**config.mk**
```make
export PLATFORM = sky130hd
export DESIGN_NAME = bcd_stopwatch_counter
export DESIGN_NICKNAME = d
export VERILOG_FILES = /design/src/rtl/stopwatch_pkg.sv /design/src/rtl/bcd_digit.sv /design/src/rtl/bcd_stopwatch_counter.sv
export SDC_FILE = /design/constraint.sdc
export NUM_CORES = 1
export LEC_CHECK = 0
export CAP_MARGIN = 15
export CORE_UTILIZATION = 45
export DETAILED_ROUTE_END_ITERATION = 7
export PLACE_DENSITY = 0.69
export SLEW_MARGIN = 40
export SYNTH_ARGS = -nofsm -noshare
export SYNTH_HDL_FRONTEND = slang
export SYNTH_HIERARCHICAL = 1
export SYNTH_SLANG_ARGS = --single-unit
export TNS_END_PERCENT = 20
```
**constraint.sdc**
```tcl
create_clock -name clk -period 3.1 [get_ports clk]
set_input_delay 0.31 -clock clk [delete_from_list [all_inputs] [get_ports clk]]
set_output_delay 0.31 -clock clk [all_outputs]
set_load 0.005 [all_outputs]
```
**src/rtl/stopwatch_pkg.sv**
```systemverilog
// Shared BCD constants and helpers for the stopwatch count core.
// Latency: n/a (package). Backpressure: n/a.
package stopwatch_pkg;

  localparam int         BCD_W   = 4;
  localparam logic [3:0] BCD_MAX = 4'd9;

  localparam logic DIR_UP = 1'b0;
  localparam logic DIR_DN = 1'b1;

  // A non-decimal nibble on the load path is pinned to 9 rather than propagated.
  function automatic logic [3:0] bcd_clamp(input logic [3:0] d);
    return (d > BCD_MAX) ? BCD_MAX : d;
  endfunction

endpackage

```
**src/rtl/bcd_digit.sv**
```systemverilog
// One BCD digit of the carry/borrow chain; co flags the digit sitting at its roll point.
// Latency: q updates on the enabling edge. Backpressure: none.
module bcd_digit
  import stopwatch_pkg::*;
(
  input  logic       clk,
  input  logic       reset,
  input  logic       en,
  input  logic       dir,
  input  logic       clr,
  input  logic       ld,
  input  logic [3:0] ld_val,
  output logic [3:0] q,
  output logic       co
);

  // Not gated by en: the top ANDs these to find the terminal count before stepping.
  assign co = (dir == DIR_UP) ? (q == BCD_MAX) : (q == 4'd0);

  always_ff @(posedge clk) begin
    if (!reset) begin
      q <= 4'd0;
    end else if (clr) begin
      q <= 4'd0;
    end else if (ld) begin
      q <= bcd_clamp(ld_val);
    end else if (en) begin
      if (dir == DIR_UP) begin
        q <= (q == BCD_MAX) ? 4'd0 : q + 4'd1;
      end else begin
        q <= (q == 4'd0) ? BCD_MAX : q - 4'd1;
      end
    end
  end

endmodule

```
**src/rtl/bcd_stopwatch_counter.sv**
```systemverilog
// Stopwatch core: run-gated prescaler driving an up/down BCD chain with load, clear and lap.
// Latency: count moves on the step edge; tick/tc_pulse follow one cycle later. Backpressure: none.
module bcd_stopwatch_counter
  import stopwatch_pkg::*;
#(
  parameter int NUM_DIGITS = 4,
  parameter int TICK_DIV   = 10_000_000,
  parameter bit WRAP       = 1'b1
) (
  input  logic                        clk,
  input  logic                        reset,
  input  logic                        run,
  input  logic                        clear,
  input  logic                        rev,
  input  logic                        load,
  input  logic [BCD_W*NUM_DIGITS-1:0] load_val,
  input  logic                        lap,
  output logic [BCD_W*NUM_DIGITS-1:0] count_bcd,
  output logic [BCD_W*NUM_DIGITS-1:0] lap_bcd,
  output logic                        lap_valid,
  output logic                        tick,
  output logic                        tc_pulse
);

  localparam int             PW        = $clog2(TICK_DIV);
  localparam logic [PW-1:0]  PRESC_MAX = PW'(TICK_DIV - 1);

  logic [PW-1:0]         presc;
  logic                  step_en;
  logic                  step_att;
  logic                  step_go;
  logic                  at_tc;
  logic [NUM_DIGITS-1:0] co;
  logic [NUM_DIGITS:0]   chain;

  assign step_en  = run && (presc == PRESC_MAX);
  assign step_att = step_en && !clear && !load;
  assign at_tc    = &co;
  // Saturating builds refuse the step entirely so no digit moves at the terminal count.
  assign step_go  = step_att && (WRAP || !at_tc);
  assign chain[0] = step_go;

  for (genvar i = 0; i < NUM_DIGITS; i++) begin : g_digit
    assign chain[i+1] = chain[i] && co[i];

    bcd_digit u_digit (
      .clk    (clk),
      .reset  (reset),
      .en     (chain[i]),
      .dir    (rev),
      .clr    (clear),
      .ld     (load),
      .ld_val (load_val[i*BCD_W +: BCD_W]),
      .q      (count_bcd[i*BCD_W +: BCD_W]),
      .co     (co[i])
    );
  end

  always_ff @(posedge clk) begin
    if (!reset) begin
      presc <= '0;
    end else if (clear || load) begin
      presc <= '0;
    end else if (run) begin
      presc <= step_en ? '0 : presc + 1'b1;
    end
  end

  always_ff @(posedge clk) begin
    if (!reset) begin
      tick     <= 1'b0;
      tc_pulse <= 1'b0;
    end else begin
      tick     <= step_att;
      tc_pulse <= step_att && at_tc;
    end
  end

  // count_bcd here is the pre-update value, so a lap on a step or load edge sees the old count.
  always_ff @(posedge clk) begin
    if (!reset) begin
      lap_bcd   <= '0;
      lap_valid <= 1'b0;
    end else if (clear) begin
      lap_bcd   <= '0;
      lap_valid <= 1'b0;
    end else if (lap) begin
      lap_bcd   <= count_bcd;
      lap_valid <= 1'b1;
    end
  end

endmodule

```
# --- Yosys cells after proc, flatten, opt, wreduce, memory -nomap -nowiden ---
# Index checks and enable logic that the tools add are counted.
totals:
  ff_bits: 59
  in_bits: 23
  output_inout_bits: 35
  word_cells: 78
classes:
  addsub: 9
  n_lt_le_gt_ge: 4
  n_eq_ne: 5
  mux: 29
  bitwise_logic: 1
  n_reduce_logical: 21
ops:
  columns: ["op", "count"]
  rows:
  - ["4-bit 2-to-1 mux", 24]
  - ["24-bit by 1-bit adder with 24-bit output, second input constant", 1]
  - ["24-bit == test, second input constant", 1]
  - ["24-bit 2-to-1 mux", 1]
  - ["4-bit by 1-bit adder with 4-bit output, second input constant", 4]
  - ["4-bit == test, second input constant", 4]
  - ["4-bit > comparator, second input constant", 4]
  - ["4-bit logical NOT", 4]
  - ["4-bit by 1-bit subtractor with 4-bit output, second input constant", 4]
  - ["2-bit nonzero test", 4]
  - ["1-bit logical AND", 7]
  - ["1-bit 2-to-1 mux", 4]
  - ["4-bit AND reduction", 1]
  - ["2-bit OR reduction", 2]
  - ["1-bit logical NOT", 2]
  - ["1-bit logical OR", 1]
  - ["1-bit inverter", 1]

# --- Depth between registers and ports, before layout ---
# Gate-level depths: netlist of run 1.
logic_depth:
  ltp_word: 9
  mapped_depth: 9
  depth_no_buf: 8

# --- By module ---
# The synthesis of run 1 kept the hierarchy.
by_module_without_submodules:
  columns: ["module", "n_inst", "cells_per_inst", "area_each_um2", "seq_area_each_um2"]
  rows:
  - ["bcd_stopwatch_counter", 1, 213, 1873.0, 860.8]
  - ["bcd_digit", 4, 51, 384.1, 80.1]

# --- Worst setup path after synthesis of run 1 ---
# OpenSTA, ideal clock, no wires.
synth_timing:
  kind: "reg2reg"
  start: "reg presc[0]"
  end: "reg g_digit[3].u_digit.q[2]"
  setup_ns: 0.122
  arrival_ns: 2.708
  t_required_ns: 2.978
  path_slack_ns: 0.270
  path_stages_with_launch: 10
  n_path_buf: 1
  synth_period_minus_slack_ns: 2.830
  path_cell_list: "dfxtp_1 ha_1 nand3_1 or2_2 or3_1 clkbuf_1 nor4_1 o311ai_1 o21bai_1 o311a_1"
synth_via:
  elab_chain_cells: 8
synth_lines:
  columns: ["element", "line_no", "rtl"]
  rows:
  - ["from (decl)", "bcd_stopwatch_counter.sv:28", "logic [PW-1:0] presc;"]
  - ["from (signal assigned)", "bcd_stopwatch_counter.sv:65", "presc <= step_en ? '0 : presc + 1'b1;"]
  - ["24-bit == test", "bcd_stopwatch_counter.sv:36", "assign step_en = run && (presc == PRESC_MAX);"]
  - ["1-bit logical AND", "bcd_stopwatch_counter.sv:36", null]
  - ["1-bit logical AND (2 in a row)", "bcd_stopwatch_counter.sv:37", "assign step_att = step_en && !clear && !load;"]
  - ["1-bit logical AND (3 in a row)", "bcd_stopwatch_counter.sv:44", "assign chain[i+1] = chain[i] && co[i];"]
  - ["via chain[3]", "bcd_stopwatch_counter.sv:34", "logic [NUM_DIGITS:0] chain;"]
  - ["2-bit nonzero test (no line)", null, null]
  - ["to (signal assigned)", "bcd_digit.sv:26", "q <= bcd_clamp(ld_val);"]
  - ["to (signal assigned)", "bcd_digit.sv:29", "q <= (q == BCD_MAX) ? 4'd0 : q + 4'd1;"]
  - ["to (signal assigned)", "bcd_digit.sv:31", "q <= (q == 4'd0) ? BCD_MAX : q - 4'd1;"]
  - ["to (decl)", "bcd_digit.sv:13", "output logic [3:0] q,"]
# The timed path passes the listed nets, and every way through them passes these cells.
# A chain may end at the register's enable or synchronous reset.

# --- Worst setup path after layout of run 1 ---
layout_timing:
  start: "reg presc[0]"
  end: "reg g_digit[3].u_digit.q[0]"
# Same word-level chain as after synthesis.

==> out/results.tsv, run 1 <==
stage	metric	value	unit
status	status	completed	
timing	fmax	369	MHz
layout	num_antenna_cells	0	
worst_hold_path	min_to	lap_valid	
timing	finalCritPeriodShare	87.5	%
worst_hold_path	holdPathStages	2	
critical_path	crit_path_start_kind	flop	
synthesis	yosysSeqAreaShare	34.6	%
floorplan	initial_utilization	46.8	%
placement	post-place-ws	0.346	ns
route	first_iter_violations	124	
synthesis	synthCells	417	
power_and_ir_drop	p_per_area	401	nW/µm²
floorplan	core	7290	µm²
power_and_ir_drop	ir_worst_vdd	0.203	mV
layout	final_common_cell	dfxtp_1	
synthesis	syn_nets	441	
power_and_ir_drop	finalPower	1.67	mW
global_route	grt_pass1_wl	12600	µm
clocking	worstSkewPairLatency	0.34	ns
route	drt.antenna.violating_nets	0	
worst_hold_path	hp-start	lap_valid	
floorplan	io_pins	58	
synthesis	yosysUniqueCellTypes	46	
clocking	clockBufferDepth	2	
global_route	first_global_vias	2691	
timing	rsz0062_at_grt	no	
timing	finClkSkew	0.00915	ns
critical_path	crit_path_end_kind	flop	
layout	final_cell_mix	59 x dfxtp_1, 56 x clkdlybuf4s50_1, 46 x nor2_1, 24 x nand2_1, 24 x a21oi_1	
worst_hold_path	hp-class	flop to flop	
route	wirelength	7860	µm
timing	setup_slack	0.388	ns
critical_path	setup.worst_path.start	presc[0]	
critical_path	r2r_start	presc[0]	
timing	fin_setup_tns	0	ns
synthesis	synth_edf_count	0	
placement	hpwl	5470	µm
timing	whs	0.469	ns
clocking	ctsHtreeMaxLevel	3	
placement	gp_congestion	0.811	
clocking	cts_root_buf	clkbuf_8	
timing	relSlewSlack	49.4	%
critical_path	cp_data_arrival_time	2.96	ns
synthesis	synth_flop_cell	dfxtp_1	
timing	worstMarginPinSlew	0.759	ns
timing	hold_viol	0	
synthesis	synthTopCellsByArea	dfxtp_1 35%, mux2i_1 5.9%, nor2_1 5.1%, xnor2_1 3.6%, a21oi_1 3.5%	
critical_path	path_class	flop to flop	
flow_run	cap_viol_max_count	0	
synthesis	syn_area	3410	µm²
clocking	cts_sinks	59	
placement	numPortBuffers	57	
floorplan	dieHeight	89.0	µm
layout	area_delta_synth_final	22.1	%
clocking	numCtsBuffers	9	
critical_path	path_max_fanout	7	
route	post-route-drc-count	0	
timing	setup_viol	0	
critical_path	r2r_setup_slack	0.39	ns
layout	final_util	57.1	%
route	drt_first_pass_iters	4	
route	wire_per_inst	13.9	µm
route	via_per_inst	5.45	
layout	nets	485	
clocking	post-cts-setup-buffers	0	
global_route	groute.usage.overall	20.8	%
critical_path	cp_data_required_time	3.34	ns
floorplan	rows	31	
floorplan	dieWidth	89.0	µm
synthesis	async_reset_ff_share	0	%
clocking	cts_tree	done	
synthesis	yosys.area.top_type	dfxtp_1	
critical_path	worst_r2r_path_depth	9	
synthesis	ys_seq_elements	59	
timing	period_needed	2.71	ns
power_and_ir_drop	p_leak	1.43	nW
global_route	grt-ovfl-total	0	
global_route	grt_antenna_before_repair	0	
synthesis	yosys_warnings	6	
layout	layout-drive-gt1-share	8.58	%
timing	maxSlewViolCount	0	
global_route	grt_max_degree	34	
floorplan	dieArea	7930	µm²
route	vias	3082	
clocking	clk_pin_slew	0.07	ns
clocking	post_cts_resized	0	
critical_path	r2r-end	g_digit[3].u_digit/q[0]	
clocking	postCtsHoldBufs	0	
synthesis	synth.avg_cell_area	8.18	µm²
synthesis	synth_top_area_share	34.6	%
[per-layer routing]
metal	track usage, %	vias to the layer above	share of wire [%]
met4	9.67	0	1.6
met2	31.5	80	44
met5	0	-	0
met1	28.6	1430	49
li1	-	1563	-
met3	4.06	9	5.3
[critical path, cell delays in order, from the launching register on]
cell and delay [ns]:
dfxtp_1 0.44, ha_1 0.20, nand3_1 0.18, or2_2 0.37, or3_1 0.46, nor4_1 0.30
buf_4 0.20, xor2_1 0.16, nor2_1 0.06, a311oi_1 0.25
[cells in the mapped netlist, types with 9 or more instances]
library cell,instances
nand4_1,10
or3_1,10
xnor2_1,14
mux2i_1,20
nor3_1,10
o21ai_0,20
nor2_1,46
nand2b_1,15
nand2_1,24
inv_1,21
xor2_1,9
dfxtp_1,59
nand3_1,11
buf_2,13
a21oi_1,24
clkbuf_1,11
[how the worst max path moves through the flow]
stage                                    to  slack, ns
finish              g_digit[3].u_digit/q[0]       0.39
global route        g_digit[3].u_digit/q[0]       0.16
CTS                 g_digit[3].u_digit/q[0]       0.40
detailed placement  g_digit[3].u_digit/q[0]       0.35
global placement    g_digit[3].u_digit/q[0]       0.37
floorplan           g_digit[3].u_digit/q[2]       0.27
[per-stage QoR]
stage	cells	cell area, µm²
final	565	4160
after global routing	565	4160
after CTS	565	4160
after detailed placement	549	3970
after global placement	549	3970
after floorplan	417	3410
[cell type report]
cell class,count,area (µm²)
tap,99,124
sequential,59,1180
inverter,21,78.8
multi-input combinational,304,1950
clock buffer,11,141
fill,704,3130
timing repair buffer,66,633
clock inverter,5,52.6
[report_power, final]
group / total [mW] / internal [mW] / leakage [nW] / switching [mW]
Clock: 0.699 / 0.389 / 0.0991 / 0.310
Sequential: 0.797 / 0.770 / 0.478 / 0.0274
Combinational: 0.172 / 0.0916 / 0.857 / 0.0801
Total: 1.67 / 1.25 / 1.43 / 0.417
[state kept, by name, indices dropped and copies added (netlist names)]
signal and flops:
g_digit.u_digit/q 16, lap_bcd 16, lap_valid 1, presc 24
tc_pulse 1, tick 1
[logic make-up (layout without fill, tap and decap cells)]
| group | Yosys count | in the layout | share of synthesized area, % |
|---|---|---|---|
| compound gates | 87 | 87 | 16.8 |
| xor+xnor | 23 | 23 | 5.91 |
| fa+ha+maj | 1 | 1 | 0.367 |
| buf+inv | 54 | 103 | 8.29 |
| flops | 59 | 59 | 34.6 |
| mux | 20 | 20 | 5.87 |
| simple gates | 173 | 173 | 28.1 |
(Power assumes the default switching activity.)
==> run 2: changes to the inputs <==
--- a/config.mk
+++ b/config.mk
@@ -5,13 +5,12 @@
 export SDC_FILE = /design/constraint.sdc
 export NUM_CORES = 1
 export LEC_CHECK = 0
-export CAP_MARGIN = 15
-export CORE_UTILIZATION = 45
+export CAP_MARGIN = 5
+export CORE_UTILIZATION = 31
 export DETAILED_ROUTE_END_ITERATION = 7
-export PLACE_DENSITY = 0.69
+export PLACE_DENSITY = 0.52
 export SLEW_MARGIN = 40
 export SYNTH_ARGS = -nofsm -noshare
 export SYNTH_HDL_FRONTEND = slang
-export SYNTH_HIERARCHICAL = 1
 export SYNTH_SLANG_ARGS = --single-unit
 export TNS_END_PERCENT = 20
==> run 2 against run 1 <==
Net effect:
- worst hold slack better by 0.0027 ns
- critical path depth down 3
- non-clock buffer count up 1
- global-route usage down 5.1 points
- register-to-register slack better by 0.40 ns
- first-iteration DRC count down 38%
- total power down 2.5%
- cell area up 0.93%
- critical endpoint is now g_digit[2].u_digit.q[1]
- highest routed layer unchanged
==> out/results.tsv, run 2 <==
stage	metric	value	unit
synthesis	synthXorXnorAreaFrac	6.81	%
clocking	worstSkewPairLatency	0.34	ns
timing	relSlewSlack	63.1	%
timing	worstMarginPinSlew	0.550	ns
timing	fmax	429	MHz
global_route	grt_antenna_before_repair	0	
layout	largest-register	presc	
timing	maxSlewViolCount	0	
synthesis	synth_flop_cell	dfxtp_1	
power_and_ir_drop	p_leak	1.47	nW
placement	post-place-ws	0.410	ns
timing	rsz0062_at_grt	no	
synthesis	yosysSeqAreaShare	35.3	%
synthesis	synth-simple-area-share	31.8	%
floorplan	dieWidth	106	µm
clocking	cts_tree	done	
timing	fin_setup_tns	0	ns
synthesis	syn_nets	432	
placement	hpwl	5790	µm
synthesis	synth.mux.area_fraction	6.32	%
timing	hold_viol	0	
global_route	grt-ovfl-total	0	
synthesis	synth_fa_ha_area_share	0.374	%
synthesis	syn_area	3340	µm²
clocking	ctsHtreeMaxLevel	3	
floorplan	dieArea	11200	µm²
critical_path	path_max_fanout	9	
layout	layout-drive-gt1-share	7.00	%
layout	fillers	1075	
clocking	cts_sinks	59	
flow_run	cap_viol_max_count	0	
layout	num_antenna_cells	0	
route	vias	3067	
critical_path	setup.worst_path.start	rev	
floorplan	core	10400	µm²
route	wirelength	8480	µm
timing	setup_viol	0	
clocking	postCtsHoldBufs	0	
layout	area_delta_synth_final	25.6	%
synthesis	synth_top_family_by_area	simple AND/OR/NAND/NOR gates	
global_route	groute.usage.overall	15.7	%
layout	nets	477	
floorplan	rows	37	
clocking	clockBufferDepth	2	
synthesis	yosysUniqueCellTypes	61	
clocking	cts_root_buf	clkbuf_8	
route	wire_per_inst	14.3	µm
critical_path	cp_data_arrival_time	2.56	ns
timing	setup_slack	0.769	ns
synthesis	synth.avg_cell_area	8.19	µm²
critical_path	r2r_start	g_digit[0].u_digit.q[0]	
floorplan	io_pins	58	
power_and_ir_drop	ir_worst_vdd	0.181	mV
timing	finalCritPeriodShare	75.2	%
synthesis	synthTopCellsByArea	dfxtp_1 35%, nor2_1 6.6%, mux2i_1 6.0%, xor2_1 4.5%, clkbuf_1 3.1%	
route	post-route-drc-count	0	
placement	numPortBuffers	57	
critical_path	path_class	input port to flop	
clocking	numCtsBuffers	9	
route	drt_first_pass_iters	4	
synthesis	ys_seq_elements	59	
route	drt.antenna.violating_nets	0	
layout	final_cell_mix	59 x nor2_1, 59 x dfxtp_1, 57 x clkdlybuf4s50_1, 24 x nand2_1, 20 x mux2i_1	
timing	period_needed	2.33	ns
timing	finClkSkew	0.0105	ns
critical_path	r2r_setup_slack	0.79	ns
global_route	grt_max_degree	36	
synthesis	yosys.area.top_type	dfxtp_1	
global_route	grt_pass1_wl	14100	µm
layout	largest_reg_flops	24	
power_and_ir_drop	p_per_area	387	nW/µm²
synthesis	synth_top_area_share	35.3	%
route	via_per_inst	5.17	
route	first_iter_violations	77	
synthesis	yosys_warnings	0	
synthesis	synth_edf_count	0	
critical_path	cp_data_required_time	3.33	ns
critical_path	crit_path_start_kind	input port	
critical_path	crit_path_end_kind	flop	
placement	gp_congestion	0.774	
clocking	clk_pin_slew	0.07	ns
floorplan	dieHeight	106	µm
synthesis	yosys-top-cells-count	59 x dfxtp_1, 59 x nor2_1, 28 x clkbuf_1, 24 x nand2_1, 20 x mux2i_1	
layout	reg_top3	presc: 24 flops, g_digit.u_digit.q: 16 flops, lap_bcd: 16 flops	
critical_path	critPathCapture	g_digit[2].u_digit.q[1]	
global_route	first_global_vias	2848	
layout	final_util	40.5	%
critical_path	r2r-end	g_digit[2].u_digit.q[1]	
floorplan	initial_utilization	32.2	%
clocking	post-cts-setup-buffers	0	
clocking	post_cts_resized	0	
synthesis	synth_compound_area_share	14.5	%
worst_hold_path	hp-class	flop to flop	
critical_path	worst_r2r_path_depth	5	
synthesis	synthCells	408	
synthesis	async_reset_ff_share	0	%
status	status	completed	
-- run 2: changes by cell type after synthesis, moves of 11 or more --
cell	delta
inv_1	-15
nor2_1	+13
a21oi_1	-17
buf_2	-11
clkbuf_1	+17
-- run 2: where the power goes --
| group | switching (mW) | internal [mW] | leakage, nW |
|---|---|---|---|
| registers | 0.0249 | 0.768 | 0.477 |
| clock network | 0.305 | 0.349 | 0.0953 |
| logic | 0.0829 | 0.0966 | 0.901 |
| total | 0.413 | 1.21 | 1.47 |
-- run 2: worst min-delay path by stage --
| stage | cells past startpoint | start | endpoint |
|---|---|---|---|
| 2_1_floorplan | 1 | load_val[11] | g_digit[2].u_digit.q[2] |
| 3_3_place_gp | 2 | lap_valid | lap_valid |
| 3_5_place_dp | 2 | lap_valid | lap_valid |
| 4_1_cts | 2 | lap_valid | lap_valid |
| 5_1_grt | 2 | lap_bcd[11] | lap_bcd[11] |
| 6_report | 2 | lap_valid | lap_valid |
-- run 2: metrics by stage --
step,power [mW],hold WS [ns],instance area (µm²),instances
6_report,1.63,0.471,4200,593
4_1_cts,1.65,0.474,4200,593
3_3_place_gp,0.989,0.444,4020,578
3_5_place_dp,0.991,0.458,4020,578
5_1_grt,1.70,0.530,4200,593
2_1_floorplan,0.910,0.404,3340,408
-- run 2: cells by family (layout without fill, tap and decap cells) --
family | Yosys count | count (layout)
xor+xnor | 26 | 26
flops | 59 | 59
fa+ha+maj | 1 | 1
simple gates | 195 | 195
buf+inv | 40 | 89
mux | 21 | 21
compound gates | 66 | 66
-- run 2: final cells by class --
class                      instances  area [µm²]  share of cell area [%]
multi-input combinational        309        2000                    47.6
sequential                        59        1180                    28.1
timing repair buffer              67         646                    15.4
tap                              136         170                    4.05
clock buffer                      13         169                    4.02
inverter                           7        26.3                   0.626
clock inverter                     2        10.0                   0.238
-- run 2: critical path, stage by stage --
cell	delay (ns)
clkdlybuf4s50_1	0.53
or3b_4	0.41
a2111oi_4	0.44
and4_2	0.42
a21boi_0	0.11
o311a_1	0.33
-- run 2: metal layers --
metal,routed length (µm),track usage [%],vias to the layer above
met1,4250,21.9,1447
met3,400,3.28,9
li1,-,-,1543
met4,87,4.76,0
met2,3740,24.3,68
met5,0,0,-
==> run 3: changes to the inputs <==
==> constraint.sdc (replaced) <==
create_clock -name clk -period 2.4 [get_ports clk]
set_input_delay 0.24 -clock clk [delete_from_list [all_inputs] [get_ports clk]]
set_output_delay 0.24 -clock clk [all_outputs]
set_load 0.005 [all_outputs]
==> run 3 against run 2 <==
Net effect:
- die area stayed put
- register-to-register slack worse by 0.55 ns
- combinational power is 42% higher
- cell area is 3.2% higher
- global-route usage is 0.38 points higher
- critical path depth stayed put
- clock skew is 0.0021 ns higher
- largest cell class unchanged
- sequential share of layout area is 0.86 points lower
==> out/results.tsv, run 3 (synthesized netlist as in run 2, its figures left out) <==
stage	metric	value	unit
timing	worstMarginPinSlew	0.475	ns
clocking	clk_pin_slew	0.07	ns
timing	setup_viol	0	
floorplan	dieHeight	106	µm
layout	nets	493	
critical_path	cp_data_required_time	2.62	ns
critical_path	r2r_start	presc[19]	
timing	rsz0062_at_grt	no	
route	post-route-drc-count	0	
layout	final_cell_mix	59 x nor2_1, 59 x dfxtp_1, 57 x clkdlybuf4s50_1, 25 x buf_4, 24 x nand2_1	
critical_path	cpMaxStageDelayCell	or4bb_1	
critical_path	crit_path_end_kind	flop	
layout	area_delta_synth_final	29.6	%
clocking	worstSkewPairLatency	0.34	ns
floorplan	initial_utilization	32.2	%
global_route	groute.usage.overall	16.1	%
critical_path	crit_path_start_kind	flop	
placement	dp.cells	594	
route	routed-wl-met2	3830	µm
global_route	grt-ovfl-total	0	
power_and_ir_drop	p_leak	1.56	nW
layout	num_antenna_cells	0	
clocking	ctsHtreeMaxLevel	3	
placement	hpwl	6090	µm
route	wire_per_inst	14.2	µm
timing	fin_setup_tns	0	ns
layout	largest_reg_flops	24	
worst_hold_path	min_to	lap_valid	
clocking	cts_root_buf	clkbuf_8	
timing	finClkSkew	0.0126	ns
global_route	grt_max_degree	28	
critical_path	path_max_fanout	6	
route	drt_first_pass_iters	4	
route	first_iter_violations	102	
layout	multi_input_area	2000	µm²
layout	finalNonFillerCells	609	
placement	numPortBuffers	57	
route	drt.antenna.violating_nets	0	
timing	relSlewSlack	68.3	%
clocking	post-cts-setup-buffers	0	
critical_path	cp_data_arrival_time	2.38	ns
layout	largest-register	presc	
timing	hold_viol	0	
floorplan	io_pins	58	
worst_hold_path	hp-start	lap_valid	
floorplan	core	10400	µm²
route	met1_length	4400	µm
global_route	grt_antenna_before_repair	0	
timing	maxSlewViolCount	0	
timing	period_needed	2.16	ns
critical_path	cp_top_family	simple AND/OR/NAND/NOR gates	
layout	layout-drive-gt1-share	10.1	%
worst_hold_path	holdPathStages	2	
timing	fmax	462	MHz
timing	setup_slack	0.237	ns
clocking	clockBufferDepth	2	
power_and_ir_drop	ir_worst_vdd	0.291	mV
global_route	grt_pass1_wl	14500	µm
critical_path	worst_r2r_path_depth	6	
floorplan	dieArea	11200	µm²
flow_run	cap_viol_max_count	0	
route	met3_length	355	µm
clocking	cts_tree	done	
critical_path	r2r_setup_slack	0.24	ns
floorplan	dieWidth	106	µm
layout	fillers	1081	
timing	whs	0.469	ns
power_and_ir_drop	finalPower	2.12	mW
layout	seq_area	1180	µm²
critical_path	crit_path_cell_trace	or4bb_1, nor4_1, and4_2, buf_4, mux2i_1, o22ai_1	
critical_path	r2r-end	g_digit[2].u_digit.q[2]	
layout	reg_top3	presc: 24 flops, g_digit.u_digit.q: 16 flops, lap_bcd: 16 flops	
clocking	cts_sinks	59	
placement	gp_congestion	0.774	
clocking	post_cts_resized	0	
critical_path	max_stage_delay	0.50	ns
route	top_layer_used	met4	
timing	finalCritPeriodShare	90.1	%
critical_path	path_buf_inv	1	
route	wirelength	8650	µm
power_and_ir_drop	p_per_area	490	nW/µm²
clocking	postCtsHoldBufs	0	
route	via_per_inst	5.09	
route	vias	3099	
global_route	first_global_vias	2894	
placement	post-place-ws	-0.110	ns
critical_path	path_class	flop to flop	
worst_hold_path	hp-class	flop to flop	
status	status	completed	
floorplan	rows	37	
clocking	numCtsBuffers	9	
[run 3: cell count changes in the layout (fill, tap and decap cells not counted)]
cell / delta
buf_12: +1
buf_4: +15
[run 3: power by group]
| part | internal, mW | switching, mW | total [mW] | leakage, nW |
|---|---|---|---|---|
| Combinational | 0.137 | 0.119 | 0.256 | 0.985 |
| Sequential | 0.992 | 0.0259 | 1.02 | 0.477 |
| Clock | 0.451 | 0.397 | 0.848 | 0.0953 |
[run 3: layout make-up]
| cell class | count | share of cell area [%] |
|---|---|---|
| Multi-Input combinational cell | 309 | 46.1 |
| Sequential cell | 59 | 27.3 |
| Timing Repair Buffer | 83 | 18.0 |
| Tap cell | 136 | 3.93 |
| Clock buffer | 13 | 3.90 |
| Inverter | 7 | 0.606 |
| Clock inverter | 2 | 0.231 |
[run 3: worst max path at each step]
stage | startpoint | end | slack [ns] | depth (start not counted)
2_1_floorplan | g_digit[0].u_digit.q[0] | g_digit[2].u_digit.q[1] | 0.23 | 7
3_3_place_gp | rev | g_digit[2].u_digit.q[2] | -0.07 | 7
3_5_place_dp | rev | g_digit[3].u_digit.q[0] | -0.11 | 6
4_1_cts | rev | g_digit[3].u_digit.q[0] | 0.25 | 6
5_1_grt | presc[19] | g_digit[2].u_digit.q[3] | 0.09 | 6
6_report | presc[19] | g_digit[2].u_digit.q[2] | 0.24 | 6
[run 3: metal layers]
metal  up-vias  GRT usage (%)
li1       1581              -
met1      1458           22.2
met2        53           24.7
met3         7           4.82
met4         0           3.57
met5         -              0
[run 3: worst min-delay path, cell delays in order (launching register included)]
cell and delay, ns:
dfxtp_1 0.33, nor2_1 0.04, nor2_1 0.07
[run 3: through the flow]
stage | utilization, % | area (µm²)
after floorplan | - | 3340
after global placement | 40.1 | 4150
after detailed placement | 40.1 | 4150
after CTS | 41.8 | 4330
after global routing | 41.8 | 4330
final | 41.8 | 4330
==> patch: new RTL, flow settings as in run 2 <==
`WRAP`: 1'b1 -> 1'b0.
--- a/src/rtl/bcd_stopwatch_counter.sv
+++ b/src/rtl/bcd_stopwatch_counter.sv
@@ -5,7 +5,7 @@
 #(
   parameter int NUM_DIGITS = 4,
   parameter int TICK_DIV   = 10_000_000,
-  parameter bit WRAP       = 1'b1
+  parameter bit WRAP       = 1'b0
 ) (
   input  logic                        clk,
   input  logic                        reset,
Formal check against the unedited RTL: same outputs for any inputs over 10 cycles, from zero or initial values and one cycle with reset low; that may be too few to reach the edited logic, so the function may still have changed.
==> patch against run 2 <==
Area after synthesis up 0.60%. Combinational power up 6%. Fmax is 13% lower. Sequential cell count is the same. Final area increased by 2.3%. Clock power increased by 7.2%. Setup slack worse by 0.34 ns. Total power increased by 3.4%. Via count up 1.3%. Largest cell class unchanged. Largest power group unchanged. Critical path type is now flop to flop. Count of clock-buffer cells in the layout decreased by 4. Wire length is 3.1% higher. Die area rose by 0.59%.
==> patch: results (changes against run 2) <==
metric	value	unit	change
outcome	finished, final reports clean		
antenna_found_initial	0		unchanged
synth.area.mux_share	5.43	%	-0.89 points
clk_latency	0.34	ns	about the same
cts_buffers	9		unchanged
port_buffers	57		unchanged
grt_pass1_vias	2838		-0.35%
comb_power_share	11.4	%	+0.4 points
nNetsFinal	493		+3.4%
holdCritPathClass	flop to flop		
asyncSetResetFlopFracSynth	0	%	unchanged
synth-compound-area-share	15.6	%	+1.1 points
num_vias	3107		+1.3%
synth_fa_ha_area_share	0.372	%	-0.0022 points
grt_max_degree	22		-39%
yosys_most_used_dff	dfxtp_1		
critical_path_arrival	2.91	ns	+0.35 ns
skew	0.00490	ns	-0.00562 ns
cts_max_level	3		unchanged
path_clk_slew	0.07	ns	about the same
netlist_top_cells_count	nor2_1 (62), dfxtp_1 (59), clkbuf_1 (27)		
fin_tns_setup	0	ns	unchanged
grt_util_all_layers	16.3	%	+0.53 points
path_max_fanout	6		-3
synth_xor_area_share	6.77	%	-0.041 points
fill_cells	1085		+0.93%
drive_gt1_share	10.3	%	+3.3 points
grt_pass1_wl	14500	um	+2.7%
reg2reg_from	presc[0]$_SDFFE_PP0P_		
post_cts_buffers	0		unchanged
syn_nets	441		+2.1%
place_ws	0.208	ns	-0.202 ns
diodes	0		unchanged
drt_first_iter_violations	163		+110%
crit_type	flop to flop		
yosys-top-cells-area	dfxtp_1 (35%), nor2_1 (6.9%), mux2i_1 (4.8%), xnor2_1 (4.4%), o21ai_0 (3.1%)		
clockBufferDepth	2		unchanged
ys_seq_area_share	35.1	%	-0.21 points
dp_hpwl	6170	um	+6.5%
peakVddDrop	0.197	mV	+9.2%
internal_power	1.23	mW	+1.7%
synthDistinctLibCells	62		+1.6%
maxSlewHeadroom	69.8	%	+6.8 points
wirelength	8740	um	+3.1%
p_leak	1.48	nW	+0.77%
powerClk	0.701	mW	+7.2%
gp_congestion	0.775		+0.12%
cts_root_buffer	clkbuf_8		
drt-pass1-iter-count	4		unchanged
reg_top3	presc: 24 flops, g_digit.u_digit.q: 16 flops, lap_bcd: 16 flops		
ys_warn_count	0		unchanged
cts_resized	0		unchanged
[patch: final timing paths]
check                                          to  slack (ns)  cells after the start
max          g_digit[2].u_digit.q[2]$_SDFFE_PP0P_        0.43                      7
min                        lap_valid$_SDFFE_PP0P_        0.48                      2
max reg2reg  g_digit[2].u_digit.q[2]$_SDFFE_PP0P_        0.43                      7
min reg2reg                lap_valid$_SDFFE_PP0P_        0.48                      2
[patch: worst max-delay path, stage by stage, from the launching register on]
cell       delay, ns
dfxtp_1         0.39
ha_1            0.19
nand4_1         0.24
nor4_4          0.41
nand4_2         0.15
or4_1           0.64
nor3b_1         0.21
a2111oi_2       0.34
[patch: cell families after synthesis]
group / Yosys count
AO/OA/AOI/OAI: 74
XOR/XNOR: 26
adder cells (fa/ha/maj): 1
buffers and inverters: 47
flip-flops: 59
multiplexers: 18
AND/OR/NAND/NOR: 192
[patch: layout make-up]
class,instances,share of cell area (%)
multi-input cells,311,46.4
flip-flops and latches,59,27.5
repair buffers,76,16.6
well taps,136,3.96
clock buffers,9,2.88
clock inverters,7,1.60
inverters,12,1.05
[patch: routing by layer]
layer  track usage, %  up-vias  wire length (um)  share of wire (%)
met5                0        -                 0                  0
met4             6.45        0               185                2.1
met3             3.56       14               365                4.2
met2             25.0       77              3870                 44
met1             22.1     1438              4310                 49
li1                 -     1578                 -                  -
[patch: stage by stage]
| stage | power, mW | area, sq um | util, % | instances |
|---|---|---|---|---|
| floorplan | 0.910 | 3360 | - | 417 |
| global placement | 0.997 | 4100 | 39.4 | 594 |
| detailed placement | 0.999 | 4100 | 39.4 | 594 |
| CTS | 1.70 | 4300 | 41.2 | 610 |
| global route | 1.76 | 4300 | 41.2 | 610 |
| finish | 1.68 | 4300 | 41.2 | 610 |
